<file path="src/rtl/svpwm_scheduler.sv">
// Sequences the SVPWM datapath: centre-aligned carrier, double-buffered duty
// triplets applied at the valley, and dead-time gate drive with sticky fault.
module svpwm_scheduler #(
  parameter int WIDTH    = 8,
  parameter int CNT_MAX  = 255,
  parameter int DEADTIME = 4
) (
  input  logic             clk,
  input  logic             rst,
  input  logic             en,
  input  logic             fault,
  input  logic             fault_clr,
  input  logic             duty_valid,
  output logic             duty_ready,
  input  logic [WIDTH-1:0] da_on,
  input  logic [WIDTH-1:0] db_on,
  input  logic [WIDTH-1:0] dc_on,
  output logic             sample_req,
  output logic             update,
  output logic [WIDTH-1:0] cnt,
  output logic             gate_ah,
  output logic             gate_al,
  output logic             gate_bh,
  output logic             gate_bl,
  output logic             gate_ch,
  output logic             gate_cl,
  output logic             in_fault
);
  localparam int DT_W = (DEADTIME < 2) ? 1 : $clog2(DEADTIME + 1);
  localparam logic [WIDTH-1:0] PEAK = WIDTH'(CNT_MAX);
  localparam logic [DT_W-1:0] DT_LOAD = (DEADTIME == 0) ? '0 : DT_W'(DEADTIME - 1);

  typedef enum logic [1:0] {IDLE, RUN, FAULT} state_t;

  state_t           state;
  logic             dir_down;
  logic             pend_full;
  logic             upd_r;
  logic [WIDTH-1:0] duty_in [3];
  logic [WIDTH-1:0] pend [3];
  logic [WIDTH-1:0] act [3];
  logic [2:0]       ref_p1;
  logic [2:0]       ref_p2;
  logic [2:0]       gh;
  logic [2:0]       gl;
  logic [DT_W-1:0]  dt [3];
  logic             xfer;
  logic             valley;
  logic             run_next;

  assign duty_in[0] = da_on;
  assign duty_in[1] = db_on;
  assign duty_in[2] = dc_on;

  assign duty_ready = !rst && !pend_full && (state != FAULT);
  assign xfer       = duty_valid && duty_ready;
  assign valley     = (state == RUN) && (cnt == '0);
  assign sample_req = valley;
  assign update     = upd_r;
  assign in_fault   = (state == FAULT);
  assign run_next   = (state == RUN) && en && !fault;

  assign gate_ah = gh[0];
  assign gate_al = gl[0];
  assign gate_bh = gh[1];
  assign gate_bl = gl[1];
  assign gate_ch = gh[2];
  assign gate_cl = gl[2];

  // Stage p0: control FSM, carrier and duty double buffer
  always_ff @(posedge clk) begin
    if (rst) begin
      state     <= IDLE;
      cnt       <= '0;
      dir_down  <= 1'b0;
      pend_full <= 1'b0;
      upd_r     <= 1'b0;
      for (int i = 0; i < 3; i++) begin
        act[i]  <= '0;
        pend[i] <= '0;
      end
    end else begin
      upd_r <= 1'b0;
      if (fault) begin
        state     <= FAULT;
        cnt       <= '0;
        dir_down  <= 1'b0;
        pend_full <= 1'b0;
        for (int i = 0; i < 3; i++) act[i] <= '0;
      end else begin
        // The handshake blocks transfers while pending is full, so these never collide.
        if (valley && pend_full) begin
          for (int i = 0; i < 3; i++) act[i] <= pend[i];
          pend_full <= 1'b0;
          upd_r     <= 1'b1;
        end else if (xfer) begin
          for (int i = 0; i < 3; i++) pend[i] <= duty_in[i];
          pend_full <= 1'b1;
        end
        case (state)
          IDLE: if (en) state <= RUN;
          RUN: begin
            if (!en) begin
              state    <= IDLE;
              cnt      <= '0;
              dir_down <= 1'b0;
            end else if (!dir_down) begin
              if (cnt == PEAK) begin
                cnt      <= PEAK - WIDTH'(1);
                dir_down <= 1'b1;
              end else begin
                cnt <= cnt + WIDTH'(1);
              end
            end else if (cnt == '0) begin
              cnt      <= WIDTH'(1);
              dir_down <= 1'b0;
            end else begin
              cnt <= cnt - WIDTH'(1);
            end
          end
          FAULT: if (fault_clr) state <= IDLE;
          default: state <= IDLE;
        endcase
      end
    end
  end

  // Stage p1: carrier compare; stage p2: edge detect and dead-time gate drive
  always_ff @(posedge clk) begin
    for (int i = 0; i < 3; i++) begin
      if (rst) begin
        ref_p1[i] <= 1'b0;
        ref_p2[i] <= 1'b0;
        gh[i]     <= 1'b0;
        gl[i]     <= 1'b0;
        dt[i]     <= '0;
      end else begin
        ref_p1[i] <= (state == RUN) && (act[i] > cnt);
        ref_p2[i] <= ref_p1[i];
        if (!run_next) begin
          gh[i] <= 1'b0;
          gl[i] <= 1'b0;
          dt[i] <= '0;
        end else if (ref_p1[i] != ref_p2[i]) begin
          // An edge always (re)starts the blanking window with the new reference.
          if (DEADTIME == 0) begin
            gh[i] <= ref_p1[i];
            gl[i] <= !ref_p1[i];
          end else begin
            gh[i] <= 1'b0;
            gl[i] <= 1'b0;
            dt[i] <= DT_LOAD;
          end
        end else if (dt[i] != '0) begin
          gh[i] <= 1'b0;
          gl[i] <= 1'b0;
          dt[i] <= dt[i] - DT_W'(1);
        end else begin
          gh[i] <= ref_p1[i];
          gl[i] <= !ref_p1[i];
        end
      end
    end
  end

endmodule

</file>
<file path="config.mk">
export PLATFORM = sky130hd
export DESIGN_NAME = svpwm_scheduler
export DESIGN_NICKNAME = d
export VERILOG_FILES = /design/src/rtl/svpwm_scheduler.sv
export SDC_FILE = /design/constraint.sdc
export NUM_CORES = 1
export LEC_CHECK = 0
export ABC_AREA = 1
export ABC_CLOCK_PERIOD_IN_PS = 2600
export CAP_MARGIN = 10
export CORE_MARGIN = 10
export CORE_UTILIZATION = 43
export DETAILED_ROUTE_END_ITERATION = 8
export PLACE_DENSITY_LB_ADDON = 0.1
export SLEW_MARGIN = 10
export SYNTH_ARGS = -nofsm -noshare
export SYNTH_HDL_FRONTEND = slang
export SYNTH_SLANG_ARGS = --single-unit
</file>
<file path="constraint.sdc">
create_clock -name clk -period 2.6 [get_ports clk]
set_input_delay 0.26 -clock clk [delete_from_list [all_inputs] [get_ports clk]]
set_output_delay 0.26 -clock clk [all_outputs]
set_load 0.02 [all_outputs]
</file>
# Word level (Yosys, flattened, before mapping)
# Memory sizes are Yosys's and may differ from the RTL's.
# Index checks and enable logic that the tools add are counted.
# classes
n_addsub	5
n_mul	0
div_mod_pow	0
order_cmp	3
n_eq_ne	13
shift	0
mux	75
bitwise	19
reduce_logical	28
# ops
cell	n
two-way mux 8 bit	13
two-way mux 1 bit	48
two-way mux 3 bit	9
greater-than comparator 8 bit	3
OR 1 bit	18
OR reduction 4 bit	3
logical AND 1 bit	10
inequality test 3 bit, second input constant	3
nonzero test 3 bit	3
subtractor 3 x 1 -> 3 bit, second input constant	3
adder 8 x 1 -> 8 bit, second input constant	1
== test 8 bit, second input constant	1
logical NOT 8 bit	1
two-way mux 2 bit	4
inequality test 2 bit, second input constant	4
subtractor 8 x 1 -> 8 bit, second input constant	1
logical NOT 1 bit	6
case mux 2 bit (3 select lines)	1
AND reduction 3 bit	2
inequality test 1 bit	3
OR reduction 3 bit	1
== test 2 x 1 -> 1 bit, second input constant	1
== test 2 bit, second input constant	1
logical NOT 2 bit	1
other kinds (2)	2
# totals
ff_bits	25
latchBits	0
ramBits	57
mem_bits_ro	0
inputBits	30
output_inout_bits	18
word_cells	160
memories	3
# memory_table
name	words	word_bits	read_ports	rd_ports_with_merged_regs	write_ports	line	source
act	3	8	3	0	3	41	logic [WIDTH-1:0] act [3];
pend	3	8	3	0	3	40	logic [WIDTH-1:0] pend [3];
dt	3	3	3	0	3	46	logic [DT_W-1:0] dt [3];

# Logic depth before layout (Yosys ltp)
# Gate-level depths: netlist of the first run.
# depth
ltp_word	10
ltp_mapped	9
depth_no_buf	8

# Least setup slack after synthesis of the first run
# No wires, ideal clock.
# synth_path
path_type	flip-flop to flip-flop
startpoint	register state[1]
endpoint	memory pend[0][0] (enable)
setup_ps	381
t_arrival_ps	1831
required_time_ps	2219
path_slack_ps	388
path_stages_with_launch	7
n_path_buf	1
synth_period_minus_slack_ps	2212
cell_sequence	dfxtp_1 inv_2 nor2_1 nor3_2 nand3_1 buf_2 nand2_1
# synth_rtl
element	line	source
start: declaration	35	state_t state;
start signal: assignment	73	state <= IDLE;
start signal: assignment	85	state <= FAULT;
start signal: assignment	101	IDLE: if (en) state <= RUN;
end: declaration	40	

# Final worst setup path of the first run
# layout_path
startpoint	register cnt[1]
endpoint	output sample_req
# layout_via
elab_chain_len	2
# layout_rtl
element	line	source
start: declaration	20	output logic [WIDTH-1:0] cnt,
start signal: assignment	109	cnt <= PEAK - WIDTH'(1);
start signal: assignment	112	cnt <= cnt + WIDTH'(1);
start signal: assignment	118	cnt <= cnt - WIDTH'(1);
logical NOT 8 bit	57	assign valley = (state == RUN) && (cnt == '0);
logical AND 1 bit	57	
end: declaration	18	output logic sample_req,
# No other way between the ends.

==> impl_metrics.py, run 1 <==
metrics = {
    "global_route": {
        "grt_pass1_wl_um": 13900,
        "gr-total-overflow": 0,
        "grt_pass1_vias": 2952,
        "track_usage_pct": 11.8,
        "antenna_found_initial": 0,
        "grt_max_degree": 26,
    },
    "setup_path": {
        "rr_worst_depth": 6,
        "cp-end-kind": "output port",
        "reg2reg_to": "act[0][5]$_SDFFCE_PN0P_",
        "cp_slowest_stage_delay_ns": 0.64,
        "worstSetupPathType": "register to output port",
        "r2r-start": "cnt[1]$_SDFFE_PP0N_",
        "worstSetupPathDepth": 5,
        "path_buf_inv": 2,
        "crit_path_end": "sample_req",
        "reg2reg_slack_ns": 0.51,
        "required_ns": 2.34,
        "cpLargestDelayFamily": "buffers and inverters",
        "cp_cell_sequence": "inv_1, ha_1, nand4_4, nor2_4, clkdlybuf4s50_1",
        "critPathArrivalTime_ns": 2.13,
        "critPathLaunch": "cnt[1]$_SDFFE_PP0N_",
        "crit_path_top_delay_cell": "clkdlybuf4s50_1",
        "cp_max_fo": 6,
        "startpoint_type": "register",
    },
    "power": {
        "clkPwrFrac_pct": 34.5,
        "p_sw_share_pct": 23.9,
        "leakage_nw": 2.22,
        "p_comb_share_pct": 7.5,
        "internal_power_w": 0.00190,
        "power.density_nw_per_um2": 487,
        "switching_power_w": 0.000597,
        "finalPower_w": 0.00250,
        "seq_power_share_pct": 58.0,
        "peakVddDrop_mv": 0.264,
    },
    "sta": {
        "fmaxAchievable_mhz": 418,
        "finalSetupTns_ns": 0,
        "slew_headroom_pct": 54.9,
        "finalCritPeriodShare_pct": 92.1,
        "fin_hold_ws_ns": 0.478,
        "report.final.slew_viol_count": 0,
        "setup_viol": 0,
        "finalHoldViolCount": 0,
        "worst_pin_slew_ns": 0.677,
        "skew_ns": 0.0113,
        "fin_crit_ns": 2.39,
        "rsz0062_at_grt": "false",
    },
    "flow_run": {
        "cap_violations": 0,
    },
    "place": {
        "portBuffers": 47,
        "placed_area_sq_um": 4940,
        "dp_hpwl_um": 6130,
        "routabilityCongestion": 0.835,
    },
    "cts": {
        "cts_tree": "yes",
        "cts_buffer_depth": 2,
        "clock-sinks": 82,
        "cts_htree_levels": 3,
        "root_buffer": "clkbuf_8",
        "clkTransAtPathRegs_ns": 0.09,
        "cts_buffers": 9,
        "cts-resized-gates": 0,
        "cts_setup_buffers": 0,
        "clkLatencyLatePin_ns": 0.35,
        "cts_hold_buffers": 0,
    },
    "logic_synthesis": {
        "synth.cell_area_sq_um": 4350,
        "synth-warning-count": 0,
        "synth_fp_nets": 522,
        "postSynthCellCount": 459,
        "yosys_register_bits": 82,
        "ys_types": 31,
        "synth_seq_area_share_pct": 50.9,
        "syn_avg_cell_area_sq_um": 9.47,
    },
    "floorplanning": {
        "pin_count": 48,
        "die_h_um": 121,
        "dieArea_sq_um": 14500,
        "initial_utilization_pct": 44.3,
        "die_x_um": 121,
        "rows": 36,
        "core_sq_um": 9820,
    },
    "layout": {
        "utilization_pct": 52.2,
        "areaGrowthSynthToFinish_pct": 17.9,
        "final_area_sq_um": 5120,
        "layout_commonest_cell": "inv_1",
        "drive_gt1_share_pct": 10.8,
        "layout_common_cells": "inv_1, nor2_1, nand2_1",
        "nets": 575,
        "antenna_cells": 0,
    },
    "route": {
        "highest_layer": "met4",
        "drtPass1Iterations": 4,
        "vias": 3002,
        "routed_wl_um": 8230,
        "ant_nets": 0,
        "routedWlPerCell_um": 12.7,
        "remaining_drc_errors": 0,
        "wl_met2_um": 3810,
        "routed_via_density": 4.62,
        "drt-initial-drc-count": 112,
        "drt-met1-wl_um": 3870,
        "dr_wl_met3_um": 409,
    },
    "worst_hold_path": {
        "hp-class": "register to register",
    },
    "outcome": {
        "outcome": "completed",
    },
}
==> flip-flops by register name, indices dropped and copies added (netlist names) <==
register,flops
ref_p1,3
dt,9
dir_down,1
pend_full,1
update,1
gh,3
act,24
gl,3
state,2
cnt,8
ref_p2,3
pend,24
==> cell usage after synthesis (all sizes together) <==
| cell | count | share of area [%] |
|---|---|---|
| clkinv | 1 | 0.12 |
| nor4 | 1 | 0.14 |
| o21ai | 19 | 2.2 |
| nand3 | 26 | 3.3 |
| buf | 7 | 1.6 |
| dfxtp | 25 | 12 |
| edfxtp | 57 | 39 |
| xor2 | 5 | 1.0 |
| nor2 | 89 | 12 |
| a211oi | 3 | 0.52 |
| xnor2 | 2 | 0.40 |
| clkbuf | 4 | 0.35 |
| nand2 | 65 | 5.8 |
| o31ai | 1 | 0.17 |
| ha | 33 | 9.5 |
| inv | 91 | 7.9 |
| nand4 | 6 | 1.2 |
| a21oi | 21 | 2.8 |
| nor3 | 3 | 0.46 |
==> worst min path at each step <==
stage | start | to | slack [ns] | depth (start not counted)
6_report | ref_p1[1]$_SDFF_PP0_ | gl[1]$_SDFF_PP0_ | 0.48 | 1
5_1_grt | state[1]$_SDFFE_PP0P_ | state[1]$_SDFFE_PP0P_ | 0.52 | 2
4_1_cts | state[1]$_SDFFE_PP0P_ | state[1]$_SDFFE_PP0P_ | 0.48 | 2
3_5_place_dp | ref_p1[0]$_SDFF_PP0_ | gl[0]$_SDFF_PP0_ | 0.46 | 1
3_3_place_gp | ref_p1[0]$_SDFF_PP0_ | gl[0]$_SDFF_PP0_ | 0.46 | 1
2_1_floorplan | en | state[0]$_SDFFE_PP0P_ | 0.39 | 2
==> final cells by class <==
type / count / area [sq um]
clock buffers: 10 / 138
clock inverters: 6 / 45.0
fillers: 947 / 4690
inverters: 92 / 347
multi-input cells: 274 / 1700
flip-flops and latches: 82 / 2210
well taps: 133 / 166
repair buffers: 53 / 515
==> power groups by stage <==
| stage | sequential (W) | clock (W) | combinational (W) |
|---|---|---|---|
| after detailed placement | 0.00148 | 0 | 0.000190 |
| after floorplan | 0.00148 | 0 | 0.000111 |
| final | 0.00145 | 0.000862 | 0.000187 |
| after global placement | 0.00148 | 0 | 0.000187 |
| after CTS | 0.00145 | 0.000894 | 0.000191 |
| after global routing | 0.00145 | 0.000952 | 0.000212 |
==> per-layer routing <==
layer / vias to the layer above / global-route usage [%]
met2: 69 / 19.3
met4: 0 / 4.68
met3: 13 / 2.93
met5: - / 0
li1: 1571 / -
met1: 1349 / 14.5
==> per-stage QoR <==
step | cells | setup slack, ns
2_1_floorplan | 459 | 0.388
3_3_place_gp | 634 | 0.436
3_5_place_dp | 634 | 0.383
4_1_cts | 650 | 0.184
5_1_grt | 650 | 0.0798
6_report | 650 | 0.206
==> cells by family after synthesis <==
| logic type | after synthesis | synth area share, % |
|---|---|---|
| buffers and inverters | 103 | 9.96 |
| adders and majority gates | 33 | 9.50 |
| and+or+nand+nor | 190 | 22.6 |
| AOI/OAI and AO/OA | 44 | 5.64 |
| DFF | 82 | 50.9 |
| xor gates and xnor gates | 7 | 1.41 |
No activity file was read; power rests on OpenSTA's default activity.
==> run 2: changes to the inputs <==
Settings changed: CORE_ASPECT_RATIO from default to 0.9, SKIP_LAST_GASP from default to 1.
==> run 2 against run 1 <==
Net effect:
- setup slack better by 0.051 ns
- total power grew 21%
- first-iteration DRC count grew 67%
- clock-buffer cell count up 2
- fmax grew 2.2%
- sequential share of layout area decreased by 1.1 points
- non-clock buffer count unchanged
- sequential power hardly changed
- critical path depth unchanged
- cell area rose by 2.7%
- register-to-register slack gained 0.05 ns
- critical path type unchanged
- critical endpoint unchanged
==> impl_metrics.py, run 2 (synthesized netlist as in run 1, its figures left out) <==
metrics = {
    "outcome": {
        "outcome": "completed",
    },
    "power": {
        "peakVddDrop_mv": 0.330,
        "power.density_nw_per_um2": 576,
        "leakage_nw": 2.28,
    },
    "setup_path": {
        "cpLargestDelayFamily": "buffers and inverters",
        "cp_max_fo": 6,
        "cp_cell_sequence": "inv_1, ha_1, nand4_4, nor2_4, clkdlybuf4s50_1",
        "worstSetupPathType": "register to output port",
        "crit_path_top_delay_cell": "clkdlybuf4s50_1",
        "cp_slowest_stage_delay_ns": 0.64,
        "startpoint_type": "register",
        "path_buf_inv": 2,
        "cp-end-kind": "output port",
        "rr_worst_depth": 7,
        "r2r-start": "cnt[0]$_SDFFE_PP0N_",
        "critPathArrivalTime_ns": 2.08,
        "reg2reg_slack_ns": 0.56,
        "required_ns": 2.34,
        "reg2reg_to": "act[0][5]$_SDFFCE_PN0P_",
    },
    "layout": {
        "areaGrowthSynthToFinish_pct": 21.1,
        "seqCellArea_sq_um": 2210,
        "reg.largest.list": "act: 24 flops, pend: 24 flops, dt: 9 flops",
        "fillCellCount": 887,
        "layout_common_cells": "inv_1, nor2_1, nand2_1",
        "nets": 575,
        "multi_input_area_sq_um": 1700,
        "final_area_sq_um": 5260,
        "drive_gt1_share_pct": 10.6,
        "layout_commonest_cell": "inv_1",
        "antenna_cells": 0,
    },
    "sta": {
        "fmaxAchievable_mhz": 427,
        "rsz0062_at_grt": "false",
        "skew_ns": 0.0112,
        "slew_headroom_pct": 59.9,
        "finalSetupTns_ns": 0,
        "setup_viol": 0,
        "report.final.slew_viol_count": 0,
        "finalHoldViolCount": 0,
        "finalCritPeriodShare_pct": 90.1,
        "worst_pin_slew_ns": 0.601,
        "fin_crit_ns": 2.34,
    },
    "global_route": {
        "antenna_found_initial": 0,
        "track_usage_pct": 11.7,
        "gr-total-overflow": 0,
        "grt_max_degree": 26,
        "grt_pass1_wl_um": 13900,
        "grt_pass1_vias": 2903,
    },
    "floorplanning": {
        "die_h_um": 115,
        "die_x_um": 126,
        "pin_count": 48,
        "initial_utilization_pct": 44.4,
        "dieArea_sq_um": 14500,
        "core_sq_um": 9780,
        "rows": 34,
    },
    "flow_run": {
        "cap_violations": 0,
    },
    "cts": {
        "cts_tree": "yes",
        "cts_buffers": 9,
        "cts_setup_buffers": 0,
        "clkLatencyLatePin_ns": 0.33,
        "cts_htree_levels": 3,
        "root_buffer": "clkbuf_16",
        "cts_hold_buffers": 0,
        "cts_buffer_depth": 2,
        "cts-resized-gates": 0,
        "clkTransAtPathRegs_ns": 0.06,
        "clock-sinks": 82,
    },
    "worst_hold_path": {
        "hp-class": "register to register",
        "hold_depth": 1,
        "hold_path.startpoint": "ref_p1[1]$_SDFF_PP0_",
        "holdPathEnd": "gl[1]$_SDFF_PP0_",
    },
    "route": {
        "remaining_drc_errors": 0,
        "drt-met1-wl_um": 3830,
        "drt-initial-drc-count": 187,
        "ant_nets": 0,
        "routed_via_density": 4.59,
        "dr_wl_met3_um": 371,
        "routedWlPerCell_um": 12.7,
        "drtPass1Iterations": 4,
        "wl_met2_um": 3870,
        "routed_wl_um": 8190,
        "highest_layer": "met4",
        "vias": 2953,
    },
    "place": {
        "placed_area_sq_um": 4930,
        "dp_hpwl_um": 6090,
        "portBuffers": 47,
        "routabilityCongestion": 0.832,
    },
}
run 2: cell count changes in the layout (fill, tap and decap cells not counted):
| cell | delta |
|---|---|
| bufinv_16 | +2 |
| clkbuf_1 | +1 |
| clkbuf_16 | +9 |
| clkbuf_8 | -8 |
| clkinv_4 | +1 |
| clkinvlp_4 | -1 |
| inv_4 | -1 |
| inv_6 | -3 |
run 2: per-layer routing:
| metal | global-route usage, % | vias to the layer above |
|---|---|---|
| li1 | - | 1569 |
| met1 | 14.3 | 1308 |
| met2 | 19.2 | 67 |
| met3 | 2.99 | 9 |
| met4 | 4.70 | 0 |
| met5 | 0 | - |
run 2: layout make-up:
class	instances	share of cell area (%)
sequential	82	42.0
inverter	92	6.58
multi-input combinational	274	32.3
tap	126	3.00
clock inverter	4	1.40
clock buffer	12	4.87
timing repair buffer	53	9.79
run 2: metrics by stage:
stage	hold WS [ns]	utilization, %	setup slack (ns)	power, W	std cells
3_3_place_gp	0.448	50.4	0.575	0.00167	627
3_5_place_dp	0.442	50.4	0.537	0.00167	627
5_1_grt	0.476	53.8	0.148	0.00314	643
2_1_floorplan	0.386	-	0.388	0.00159	459
6_report	0.446	53.8	0.257	0.00303	643
4_1_cts	0.456	53.8	0.237	0.00307	643
run 2: worst max-delay path by stage:
stage                                      from                        to  slack (ns)  depth (start not counted)
after CTS                   cnt[1]$_SDFFE_PP0N_                sample_req        0.24                          5
after global placement                      rst                duty_ready        0.57                          3
after floorplan           state[1]$_SDFFE_PP0P_  pend[0][0]$_SDFFCE_PN0P_        0.39                          6
final                       cnt[1]$_SDFFE_PP0N_                sample_req        0.26                          5
after global routing        cnt[1]$_SDFFE_PP0N_                sample_req        0.15                          5
after detailed placement                    rst   act[0][5]$_SDFFCE_PN0P_        0.54                          5
run 2: power breakdown:
group | switching, W | internal (W)
combinational | 0.000105 | 0.0000854
sequential | 0.0000155 | 0.00144
clock | 0.000497 | 0.000894
total | 0.000617 | 0.00242
==> run 3: changes to the inputs <==
Settings changed: CORE_ASPECT_RATIO 0.9 to 1.4.
==> run 3 against run 2 <==
Net effect:
- wire length down 2.3%
- first-iteration DRC count down 49%
- total power down 6.1%
- cell area down 0.57%
- fmax down 1.6%
- global-route usage down 0.098 points
- sequential power about the same
- register-to-register slack better by 0.08 ns
- clock skew down 0.0045 ns
- worst hold slack better by 0.010 ns
- via count up 1.9%
- critical path type unchanged
- largest cell class unchanged
- largest power group unchanged
==> impl_metrics.py, run 3 (synthesized netlist as in run 1, its figures left out) <==
metrics = {
    "place": {
        "placed_area_sq_um": 4940,
        "portBuffers": 47,
        "place_inst": 634,
        "dp_hpwl_um": 6170,
        "routabilityCongestion": 0.814,
    },
    "setup_path": {
        "critPathArrivalTime_ns": 2.12,
        "crit_path_end": "sample_req",
        "reg2reg_slack_ns": 0.64,
        "cp_slowest_stage_delay_ns": 0.64,
        "cp-end-kind": "output port",
        "cp_cell_sequence": "inv_1, ha_1, nand4_4, nor2_4, clkdlybuf4s50_1",
        "worstSetupPathType": "register to output port",
        "required_ns": 2.34,
        "critPathLaunch": "cnt[1]$_SDFFE_PP0N_",
        "reg2reg_to": "act[0][23]$_SDFFCE_PN0P_",
        "cp_max_fo": 6,
        "crit_path_top_delay_cell": "clkdlybuf4s50_1",
        "startpoint_type": "register",
        "rr_worst_depth": 7,
        "r2r-start": "cnt[0]$_SDFFE_PP0N_",
    },
    "global_route": {
        "grt_pass1_wl_um": 13900,
        "grt_pass1_vias": 3070,
        "track_usage_pct": 11.6,
        "antenna_found_initial": 0,
        "gr-total-overflow": 0,
        "grt_max_degree": 26,
    },
    "floorplanning": {
        "die_x_um": 105,
        "rows": 43,
        "core_sq_um": 9900,
        "die_h_um": 139,
        "initial_utilization_pct": 43.9,
        "pin_count": 48,
        "dieArea_sq_um": 14600,
    },
    "layout": {
        "final_area_sq_um": 5230,
        "fillCellCount": 950,
        "fin_cells": 650,
        "layout_commonest_cell": "inv_1",
        "drive_gt1_share_pct": 10.3,
        "areaGrowthSynthToFinish_pct": 20.4,
        "reg.largest.list": "act: 24 flops, pend: 24 flops, dt: 9 flops",
        "antenna_cells": 0,
        "layout_common_cells": "inv_1, nor2_1, nand2_1",
        "utilization_pct": 52.9,
        "nets": 573,
    },
    "worst_hold_path": {
        "hp-class": "register to register",
    },
    "sta": {
        "fmaxAchievable_mhz": 420,
        "finalCritPeriodShare_pct": 91.6,
        "skew_ns": 0.00668,
        "finalHoldViolCount": 0,
        "rsz0062_at_grt": "false",
        "slew_headroom_pct": 67.3,
        "report.final.slew_viol_count": 0,
        "fin_hold_ws_ns": 0.456,
        "worst_pin_slew_ns": 0.489,
        "fin_crit_ns": 2.38,
        "finalSetupTns_ns": 0,
        "setup_viol": 0,
    },
    "cts": {
        "clkLatencyLatePin_ns": 0.34,
        "cts_htree_levels": 3,
        "root_buffer": "clkbuf_16",
        "cts_setup_buffers": 0,
        "cts_buffer_depth": 2,
        "cts_buffers": 9,
        "cts-resized-gates": 0,
        "clock-sinks": 82,
        "cts_tree": "yes",
        "cts_hold_buffers": 0,
        "clkTransAtPathRegs_ns": 0.06,
    },
    "outcome": {
        "outcome": "completed",
    },
    "route": {
        "vias": 3010,
        "drt-initial-drc-count": 96,
        "drtPass1Iterations": 4,
        "ant_nets": 0,
        "routed_wl_um": 8000,
        "remaining_drc_errors": 0,
        "routedWlPerCell_um": 12.3,
        "routed_via_density": 4.63,
    },
    "power": {
        "leakage_nw": 2.26,
        "power.density_nw_per_um2": 544,
        "peakVddDrop_mv": 0.315,
    },
    "flow_run": {
        "cap_violations": 0,
    },
}
==> run 3: cell count changes in the layout (fill, tap and decap cells not counted) <==
cell,change
clkinvlp_4,+1
bufinv_16,-2
buf_4,-3
clkbuf_8,+1
clkinv_1,+1
clkbuf_1,-1
buf_12,+1
==> run 3: area by class of cell <==
type / instances / area, sq um / area share, %
flip-flops and latches: 82 / 2210 / 42.3
multi-input cells: 274 / 1700 / 32.5
repair buffers: 51 / 513 / 9.80
inverters: 92 / 347 / 6.62
clock buffers: 12 / 267 / 5.09
well taps: 135 / 169 / 3.23
clock inverters: 4 / 25.0 / 0.478
==> run 3: where the power goes <==
| group | total (W) | switching, W | internal, W |
|---|---|---|---|
| sequential | 0.00145 | 0.0000145 | 0.00144 |
| combinational | 0.000185 | 0.000101 | 0.0000843 |
| clock | 0.00121 | 0.000491 | 0.000721 |
| total | 0.00285 | 0.000606 | 0.00224 |
==> run 3: per-stage QoR <==
step                      worst slack, ns  total power (W)
after floorplan                     0.388          0.00159
after global placement              0.452          0.00166
after detailed placement            0.400          0.00167
after CTS                           0.189          0.00289
after global routing               0.0752          0.00296
final                               0.218          0.00285
==> run 3: how the worst min path moves through the flow <==
stage	start	to	slack (ns)	cells after the start
2_1_floorplan	en	state[0]$_SDFFE_PP0P_	0.39	2
3_3_place_gp	ref_p1[2]$_SDFF_PP0_	gl[2]$_SDFF_PP0_	0.44	1
3_5_place_dp	ref_p1[2]$_SDFF_PP0_	gl[2]$_SDFF_PP0_	0.46	1
4_1_cts	ref_p1[2]$_SDFF_PP0_	gl[2]$_SDFF_PP0_	0.47	1
5_1_grt	ref_p1[2]$_SDFF_PP0_	gl[2]$_SDFF_PP0_	0.49	1
6_report	ref_p1[2]$_SDFF_PP0_	gl[2]$_SDFF_PP0_	0.46	1
==> run 3: per-layer routing <==
layer / GRT usage (%) / part of all wire [%]
met5: 0 / 0
met4: 5.22 / 2.1
met3: 3.12 / 4.0
met2: 19.7 / 50
met1: 13.1 / 44
==> run 3: worst max-delay path: cells and delay by family (launching register included) <==
family,cells,cell delay [ns]
buffers and inverters,2,0.87
AND/OR/NAND/NOR,2,0.29
flip-flops,1,0.36
adder cells (fa/ha/maj),1,0.27
